## config.mk

```make
export PLATFORM = sky130hd
export DESIGN_NAME = fifo_drain
export DESIGN_NICKNAME = d
export VERILOG_FILES = /design/src/rtl/fifo_pkg.sv /design/src/rtl/skid_buf2.sv /design/src/rtl/fifo_drain.sv
export SDC_FILE = /design/constraint.sdc
export NUM_CORES = 1
export LEC_CHECK = 0
export CAP_MARGIN = 20
export CORE_MARGIN = 4
export CORE_UTILIZATION = 35
export DETAILED_ROUTE_END_ITERATION = 6
export MAX_ROUTING_LAYER = met4
export SETUP_SLACK_MARGIN = 0.1
export SKIP_CTS_REPAIR_TIMING = 1
export SLEW_MARGIN = 20
export SYNTH_ARGS = -nofsm -noshare
export SYNTH_HDL_FRONTEND = slang
export SYNTH_SLANG_ARGS = --single-unit
```

## constraint.sdc

```tcl
create_clock -name clk -period 2.83 [get_ports clk]
set_input_delay 0.566 -clock clk [delete_from_list [all_inputs] [get_ports clk]]
set_output_delay 0.566 -clock clk [all_outputs]
set_load 0.01 [all_outputs]
```

## src/rtl/fifo_pkg.sv

```systemverilog
// Shared definitions for the fifo_sync / fifo_drain pair: default word width,
// drain controller state type and the read-credit helper.
package fifo_pkg;

    localparam int FIFO_DATA_W = 32;

    typedef enum logic [1:0] {
        IDLE = 2'd0,
        RUN  = 2'd1,
        STOP = 2'd2
    } drain_state_e;

    // A new read may be issued while buffered + in-flight words stay below the
    // 2-entry buffer depth. A word leaving the buffer at this same edge frees
    // its slot in time for the read's data, which lands one edge later.
    function automatic logic credit_avail(input logic [1:0] buffered,
                                          input logic       in_flight,
                                          input logic       leaving);
        logic [2:0] used;
        used = {1'b0, buffered} + {2'b00, in_flight} - {2'b00, leaving};
        return used < 3'd2;
    endfunction

endpackage

```

## src/rtl/skid_buf2.sv

```systemverilog
// Two-entry register buffer. head is always the oldest word. A push and a pop
// in the same cycle keep the occupancy unchanged and preserve word order.
module skid_buf2 #(
    parameter int DATA_W = 32
) (
    input  logic              clk,
    input  logic              rst,
    input  logic              push,
    input  logic [DATA_W-1:0] din,
    input  logic              pop,
    output logic [DATA_W-1:0] dout,
    output logic [1:0]        count
);

    logic [DATA_W-1:0] head_q, head_d;
    logic [DATA_W-1:0] tail_q, tail_d;
    logic [1:0]        count_q, count_d;
    logic              do_push;
    logic              do_pop;

    // Next-state of the two entries and the occupancy
    always_comb begin
        // NOTE: every signal gets a default first so no path leaves it unassigned (no latch).
        head_d  = head_q;
        tail_d  = tail_q;
        count_d = count_q;
        do_pop  = pop && (count_q != 2'd0);
        do_push = push && ((count_q != 2'd2) || do_pop);

        case ({do_push, do_pop})
            2'b10: begin
                if (count_q == 2'd0) begin
                    head_d = din;
                end else begin
                    tail_d = din;
                end
                count_d = count_q + 2'd1;
            end
            2'b01: begin
                head_d  = tail_q;
                count_d = count_q - 2'd1;
            end
            2'b11: begin
                if (count_q == 2'd1) begin
                    head_d = din;
                end else begin
                    head_d = tail_q;
                    tail_d = din;
                end
            end
            default: ;
        endcase
    end

    // Entry and occupancy registers
    always_ff @(posedge clk or posedge rst) begin
        if (rst) begin
            // NOTE: the data entries are plain flops, not a RAM, so clearing them is cheap and keeps m_data at 0 in reset.
            head_q  <= '0;
            tail_q  <= '0;
            count_q <= 2'd0;
        end else begin
            // NOTE: non-blocking assignments so every flop samples the pre-edge values.
            head_q  <= head_d;
            tail_q  <= tail_d;
            count_q <= count_d;
        end
    end

    assign dout  = head_q;
    assign count = count_q;

endmodule

```

## src/rtl/fifo_drain.sv

```systemverilog
// Drains a fifo_sync into a valid/ready stream. Reads are credit-limited so
// the 2-entry skid buffer can never overflow; with m_ready held high the
// block sustains one word per cycle.
module fifo_drain
    import fifo_pkg::*;
#(
    parameter int DATA_W = FIFO_DATA_W,
    parameter int CNT_W  = 16
) (
    input  logic              clk,
    input  logic              rst,
    input  logic              enable,
    input  logic              fifo_empty,
    input  logic [DATA_W-1:0] fifo_data,
    output logic              fifo_ren,
    output logic              m_valid,
    input  logic              m_ready,
    output logic [DATA_W-1:0] m_data,
    output logic              busy,
    output logic [CNT_W-1:0]  word_cnt
);

    drain_state_e      state_q, state_d;
    logic              inflight_q, inflight_d;
    logic [CNT_W-1:0]  word_cnt_q, word_cnt_d;
    logic [1:0]        buf_count;
    logic [DATA_W-1:0] buf_head;
    logic              handshake;

    // Word is consumed downstream when the buffer is non-empty and m_ready is high
    assign m_valid   = (buf_count != 2'd0);
    assign handshake = m_valid && m_ready;
    assign m_data    = buf_head;
    assign busy      = (state_q != IDLE);

    // Read only while running and enabled, with FIFO data available and a free credit;
    // dropping enable stops reads in the same cycle
    assign fifo_ren = (state_q == RUN) && enable && !fifo_empty &&
                      credit_avail(buf_count, inflight_q, handshake);

    // Words read at the previous edge are on fifo_data now and are captured at this edge
    skid_buf2 #(
        .DATA_W(DATA_W)
    ) u_skid (
        .clk  (clk),
        .rst  (rst),
        .push (inflight_q),
        .din  (fifo_data),
        .pop  (handshake),
        .dout (buf_head),
        .count(buf_count)
    );

    // Controller next state, read tracking and handshake counting
    always_comb begin
        state_d    = state_q;
        inflight_d = fifo_ren;
        word_cnt_d = word_cnt_q + CNT_W'(handshake);

        case (state_q)
            IDLE: begin
                if (enable) state_d = RUN;
            end
            RUN: begin
                if (!enable) state_d = STOP;
            end
            STOP: begin
                if (enable) begin
                    state_d = RUN;
                end else if (!inflight_q && (buf_count == 2'd0)) begin
                    state_d = IDLE;
                end
            end
            default: state_d = IDLE;
        endcase
    end

    // Controller registers; reset drops any read still returning from the FIFO
    always_ff @(posedge clk or posedge rst) begin
        if (rst) begin
            state_q    <= IDLE;
            inflight_q <= 1'b0;
            word_cnt_q <= '0;
        end else begin
            state_q    <= state_d;
            inflight_q <= inflight_d;
            word_cnt_q <= word_cnt_d;
        end
    end

    assign word_cnt = word_cnt_q;

endmodule

```

==> flow_summary.toml, run 1 <==
[grt]
grt_usage_pct = 15.87
grt_pass1_wl_um = 15950
overflow = 0
grt_pass1_vias = 3113
grt_max_degree = 86
antenna_found_initial = 1

[clock_tree]
cts_tree = "done"
numCtsBuffers = 9
cts.clk_slew.worst_paths_ns = 0.08
cts-root-buf = "clkbuf_8"
clock_sinks = 85
cts_htree_levels = 3
cts.path.max_buffers = 2
clock_latency_ns = 0.35

[critical_path]
critPathMaxFanout = 4
reg2reg_depth = 9
arrival_ns = 2.40
reg2reg_to = "word_cnt[15]"
reg2reg_slack_ns = 0.25
crit_path_end_kind = "output port"
worstSetupStartpointType = "flip-flop"
crit_type = "reg -> out"
crit_required_ns = 2.26
r2r_start = "u_skid.count[0]"

[place]
dp_hpwl_um = 6164
pre_cts_slack_ns = -0.6000
numPortBuffers = 87
routabilityCongestion = 0.7669

[routing]
drt_iter0_drc = 186
firstDrtPassIters = 4
drt_wl_total_um = 9809
routedWlPerCell_um = 16.80
vias = 3071
avgViaCountPerCell = 5.259
antenna_left = 0
route.detailed.drc = 0

[die]
fp.dieArea_um2 = 12950
coreArea_um2 = 10890
die_width_um = 113.8
rows = 38
ios = 88
start_util_pct = 35.98
die_h_um = 113.8

[pwr]
internal_power_mw = 3.323
power_frac_clock_pct = 18.2
p_switching_mw = 1.668
swShare_pct = 33.42
seqPwrFrac_pct = 40.3
vdd_ir_drop_max_uv = 791.5
leakagePower_nw = 2.210
p_comb_share_pct = 41.5
powerDensity_nw_per_um2 = 950.4
p_total_mw = 4.991

[logic_synthesis]
yosys_warnings = 0
synth.most_common_cell = "dfrtp_1"
syn_area_um2 = 3918
synthesis.instances = 349
async_reset_ff_share_pct = 100.0
syn_avg_cell_area_um2 = 11.22
ys_types = 37
synth_common_cells = "85 x dfrtp_1, 37 x nand3_1, 37 x nor3_1"
yosysSeqAreaShare_pct = 54.30
synth_top_cell_area_share_pct = 54.30
synthTopCellsByArea = "dfrtp_1 54%, mux2_2 6.9%, a31oi_1 5.3%, nand3_1 4.7%, nor3_1 4.7%"
yosys.area.top_type = "dfrtp_1"
ys.flop_type = "dfrtp_1"
syn_nets = 393
ys_ff_latch = 85
synth_edf_count = 0

[worst_hold_path]
hold-path-endpoint = "word_cnt[15]"
hold_start = "word_cnt[15]"
hold_path.class = "reg -> reg"
hold_depth = 1

[sta]
grt_setup_unrepaired = "true"
fin_ws_ns = -0.1391
fin_tns_setup_ns = -0.1391
slew_headroom_pct = 37.04
setup_viol = 1
finalMaxSlewViolations = 0
hold_ws_ns = 0.4873
tightest_slew_ns = 0.9409
hold_viol_final = 0
timing.clock.skew_ns = 0.009309
fin_crit_sh_pct = 104.9
fmax_mhz = 336.8
period_minus_slack_ns = 2.969

[layout]
finalNetCount = 482
fin_util_pct = 48.23
drive_above_1_share_pct = 17.83
fillers = 1038
area_growth_pct = 34.05

[job]
drv_cap = 0

[outcome]
status = "complete, but fails checks"
failed_checks = "setup timing"
placed cells by master, fill, tap and decap left out, types with 2 or more instances in the layout:
cell,Yosys,layout
nand3_1,37,37
nand2_1,5,5
mux2_1,2,2
a31oi_1,33,33
nand2b_4,0,2
nor2_1,3,3
nor3_1,37,36
nand2b_1,4,2
inv_1,7,4
buf_12,0,2
ha_1,6,4
clkdlybuf4s50_1,0,85
ha_4,0,2
dfrtp_1,85,85
xor2_1,11,11
o21ai_0,33,33
nand4_1,2,2
xnor2_1,5,5
nand3b_1,2,2
buf_4,5,16
inv_2,1,2
mux2i_1,2,2
clkbuf_8,0,12
mux2_2,24,24
mux2_4,6,6
clkinvlp_4,0,2
nor4_1,3,3
critical path, stage by stage (launching register included):
cell and delay, ns:
dfrtp_1 0.40, inv_2 0.08, ha_4 0.14, nand2b_4 0.13, inv_4 0.04, ha_4 0.19
nand2b_4 0.13, fa_1 0.47, nand3b_1 0.09, nor3_2 0.20, buf_2 0.16
power groups by stage:
stage	Sequential, mW	Combinational, mW	Clock (mW)
floorplan	2.10	1.04	0
global placement	2.02	2.01	0
detailed placement	2.03	2.06	0
CTS	2.01	2.07	0.940
global route	2.07	2.27	0.990
finish	2.01	2.07	0.911
area by class of cell:
cell class | count | area (um^2) | share of cell area [%]
Multi-Input combinational cell | 228 | 1643 | 31.28
Clock buffer | 13 | 168.9 | 3.217
Clock inverter | 3 | 42.54 | 0.8101
Antenna cell | 1 | 2.502 | 0.04765
Inverter | 8 | 36.28 | 0.6910
Tap cell | 140 | 175.2 | 3.336
Timing Repair Buffer | 106 | 1056 | 20.11
Sequential cell | 85 | 2127 | 40.51
per-stage QoR:
| stage | instances | instance area [um^2] |
|---|---|---|
| CTS | 581 | 5226 |
| floorplan | 349 | 3966 |
| detailed placement | 565 | 5015 |
| global placement | 564 | 4987 |
| finish | 584 | 5251 |
| global route | 584 | 5251 |
routing by layer:
layer | part of all wire (%) | GRT usage [%] | up-vias
met1 | 48 | 22.24 | 1527
met3 | 5.0 | 2.759 | 15
met5 | 0 | - | -
met4 | 1.6 | 5.701 | 0
li1 | - | - | 1443
met2 | 45 | 23.28 | 86
logic make-up (layout without fill, tap and decap cells):
kind of cell | Yosys count | after routing | share of synthesized area [%]
AND/OR/NAND/NOR | 100 | 100 | 13.89
flip-flops | 85 | 85 | 54.30
AO/OA/AOI/OAI | 71 | 71 | 10.32
buffers and inverters | 36 | 130 | 5.206
multiplexers | 34 | 34 | 10.28
XOR/XNOR | 16 | 16 | 3.577
adder cells (fa/ha/maj) | 7 | 7 | 2.427
other | 0 | 1 | 0
registers in the layout (all words and copies together), names as in the netlist:
signal,count
inflight_q,1
u_skid.dout,32
state_q,2
word_cnt,16
u_skid.count,2
u_skid.tail_q,32
worst max path at each step:
| stage | from | to | cells past startpoint | slack (ns) |
|---|---|---|---|---|
| floorplan | u_skid.count[1] | fifo_ren | 12 | -0.09 |
| global placement | m_ready | fifo_ren | 9 | -0.58 |
| detailed placement | m_ready | fifo_ren | 9 | -0.60 |
| CTS | u_skid.count[0] | fifo_ren | 10 | -0.62 |
| global route | u_skid.count[0] | fifo_ren | 10 | -0.28 |
| finish | u_skid.count[0] | fifo_ren | 10 | -0.14 |
Power figures use the tool's default switching activity.
==> run 2: changes to the inputs <==
Settings changed: CORE_UTILIZATION 35 to 45, PLACE_DENSITY from default to 0.81.
==> flow_summary.toml, run 2 (synthesized netlist as in run 1, its figures left out) <==
[clock_tree]
clock_latency_ns = 0.35
cts.path.max_buffers = 2
clock_sinks = 85
cts_htree_levels = 3
numCtsBuffers = 9
cts-root-buf = "clkbuf_8"
cts_tree = "done"
cts.clk_slew.worst_paths_ns = 0.09

[sta]
finalMaxSlewViolations = 0
fin_crit_sh_pct = 102.1
grt_setup_unrepaired = "true"
slew_headroom_pct = 52.01
tightest_slew_ns = 0.7184
hold_viol_final = 0
fmax_mhz = 346.1
period_minus_slack_ns = 2.889
setup_viol = 1
timing.clock.skew_ns = 0.01488
hold_ws_ns = 0.4740
fin_ws_ns = -0.05921

[critical_path]
worstSetupStartpointType = "flip-flop"
arrival_ns = 2.32
crit_required_ns = 2.26
startpoint = "u_skid.count[0]"
critPathMaxFanout = 3
crit_type = "reg -> out"
crit_path_end_kind = "output port"
r2r_start = "u_skid.count[0]"

[worst_hold_path]
hold_start = "word_cnt[15]"
hold_path.class = "reg -> reg"

[routing]
antenna_left = 0
route.detailed.drc = 0
avgViaCountPerCell = 5.660
drt_iter0_drc = 153
routedWlPerCell_um = 16.93
firstDrtPassIters = 5
drt_wl_total_um = 9259
vias = 3096

[pwr]
powerDensity_nw_per_um2 = 963.9
p_total_mw = 5.000
internal_power_mw = 3.310
power_frac_clock_pct = 18.4
seqPwrFrac_pct = 40.3
leakagePower_nw = 2.209
swShare_pct = 33.80
p_switching_mw = 1.690
vdd_ir_drop_max_uv = 554.0
p_comb_share_pct = 41.3

[grt]
grt_pass1_vias = 2962
grt_usage_pct = 18.77
grt_max_degree = 67
grt_pass1_wl_um = 14680
use_met3_pct = 3.444
grt-busiest-layer = "met2"
antenna_found_initial = 0
overflow = 0
grt_use_met1_pct = 25.19
grtUsageMet2_pct = 28.52

[die]
start_util_pct = 46.97
die_width_um = 101.3
ios = 88
die_h_um = 101.3
coreArea_um2 = 8341
rows = 33
fp.dieArea_um2 = 10260

[layout]
postLayoutCellArea_um2 = 5187
stdcell_count = 547
fin_util_pct = 62.20
final_cell_mix = "85 x dfrtp_1, 85 x clkdlybuf4s50_1, 37 x nand3_1"
finalNetCount = 481
drive_above_1_share_pct = 17.87
diodes = 0
area_growth_pct = 32.42

[place]
routabilityCongestion = 0.8064
place_area_um2 = 4949
numPortBuffers = 87
place_inst = 529
dp_hpwl_um = 6044

[outcome]
failed_checks = "setup timing"
status = "complete, but fails checks"

[job]
drv_cap = 0
[run 2: cell types whose count changed in the layout (fill, tap and decap cells not counted), sizes merged]
cell	delta
clkbuf	-2
inv	+2
buf	-1
clkinv	+1
clkinvlp	-1
diode	-1
[run 2: power groups by stage]
stage	combinational (mW)	sequential, mW	clock [mW]
2_1_floorplan	1.04	2.10	0
3_3_place_gp	1.99	2.00	0
3_5_place_dp	2.05	2.03	0
4_1_cts	2.06	2.01	0.940
5_1_grt	2.26	2.07	0.997
6_report	2.06	2.01	0.922
[run 2: through the flow]
step	TNS [ns]	setup WS (ns)
3_5_place_dp	-1.087	-0.6430
2_1_floorplan	-0.09456	-0.09456
3_3_place_gp	-0.7407	-0.5833
4_1_cts	-0.6272	-0.6272
5_1_grt	-0.1663	-0.1663
6_report	-0.05921	-0.05921
[run 2: worst max-delay path, stage by stage, from the launching register on]
cell,delay [ns]
dfrtp_1,0.40
inv_2,0.08
ha_4,0.13
nand2b_4,0.13
inv_4,0.04
ha_4,0.20
nand2b_4,0.13
fa_1,0.48
nand3b_1,0.09
nor3_2,0.14
buf_2,0.17
[run 2: worst paths after layout]
path	to	slack, ns	depth (start not counted)
max in group asynchronous	u_skid.dout[8]	1.45	3
max reg2reg	word_cnt[13]	0.30	9
max	fifo_ren	-0.06	10
min reg2reg	word_cnt[15]	0.47	1
min in group asynchronous	u_skid.dout[22]	0.66	2
min	word_cnt[15]	0.47	1
[run 2: area by class of cell]
class / instances / area [um^2]
Inverter: 8 / 36.28
Timing Repair Buffer: 105 / 1041
Sequential cell: 85 / 2127
Clock buffer: 11 / 151.4
Fill cell: 665 / 3153
Clock inverter: 5 / 65.06
Tap cell: 105 / 131.4
Multi-Input combinational cell: 228 / 1635
[run 2: routing by layer]
layer  wire, um  vias to the layer above
li1           -                     1454
met1       4063                     1534
met2       4571                      100
met3        527                        8
met4         96                        0
met5          0                        -
==> run 3: changes to the inputs <==
Settings changed: CTS_CLUSTER_SIZE from default to 30.
==> results of run 3 <==
Final layout, timing and power as in run 2 (identical DEF).
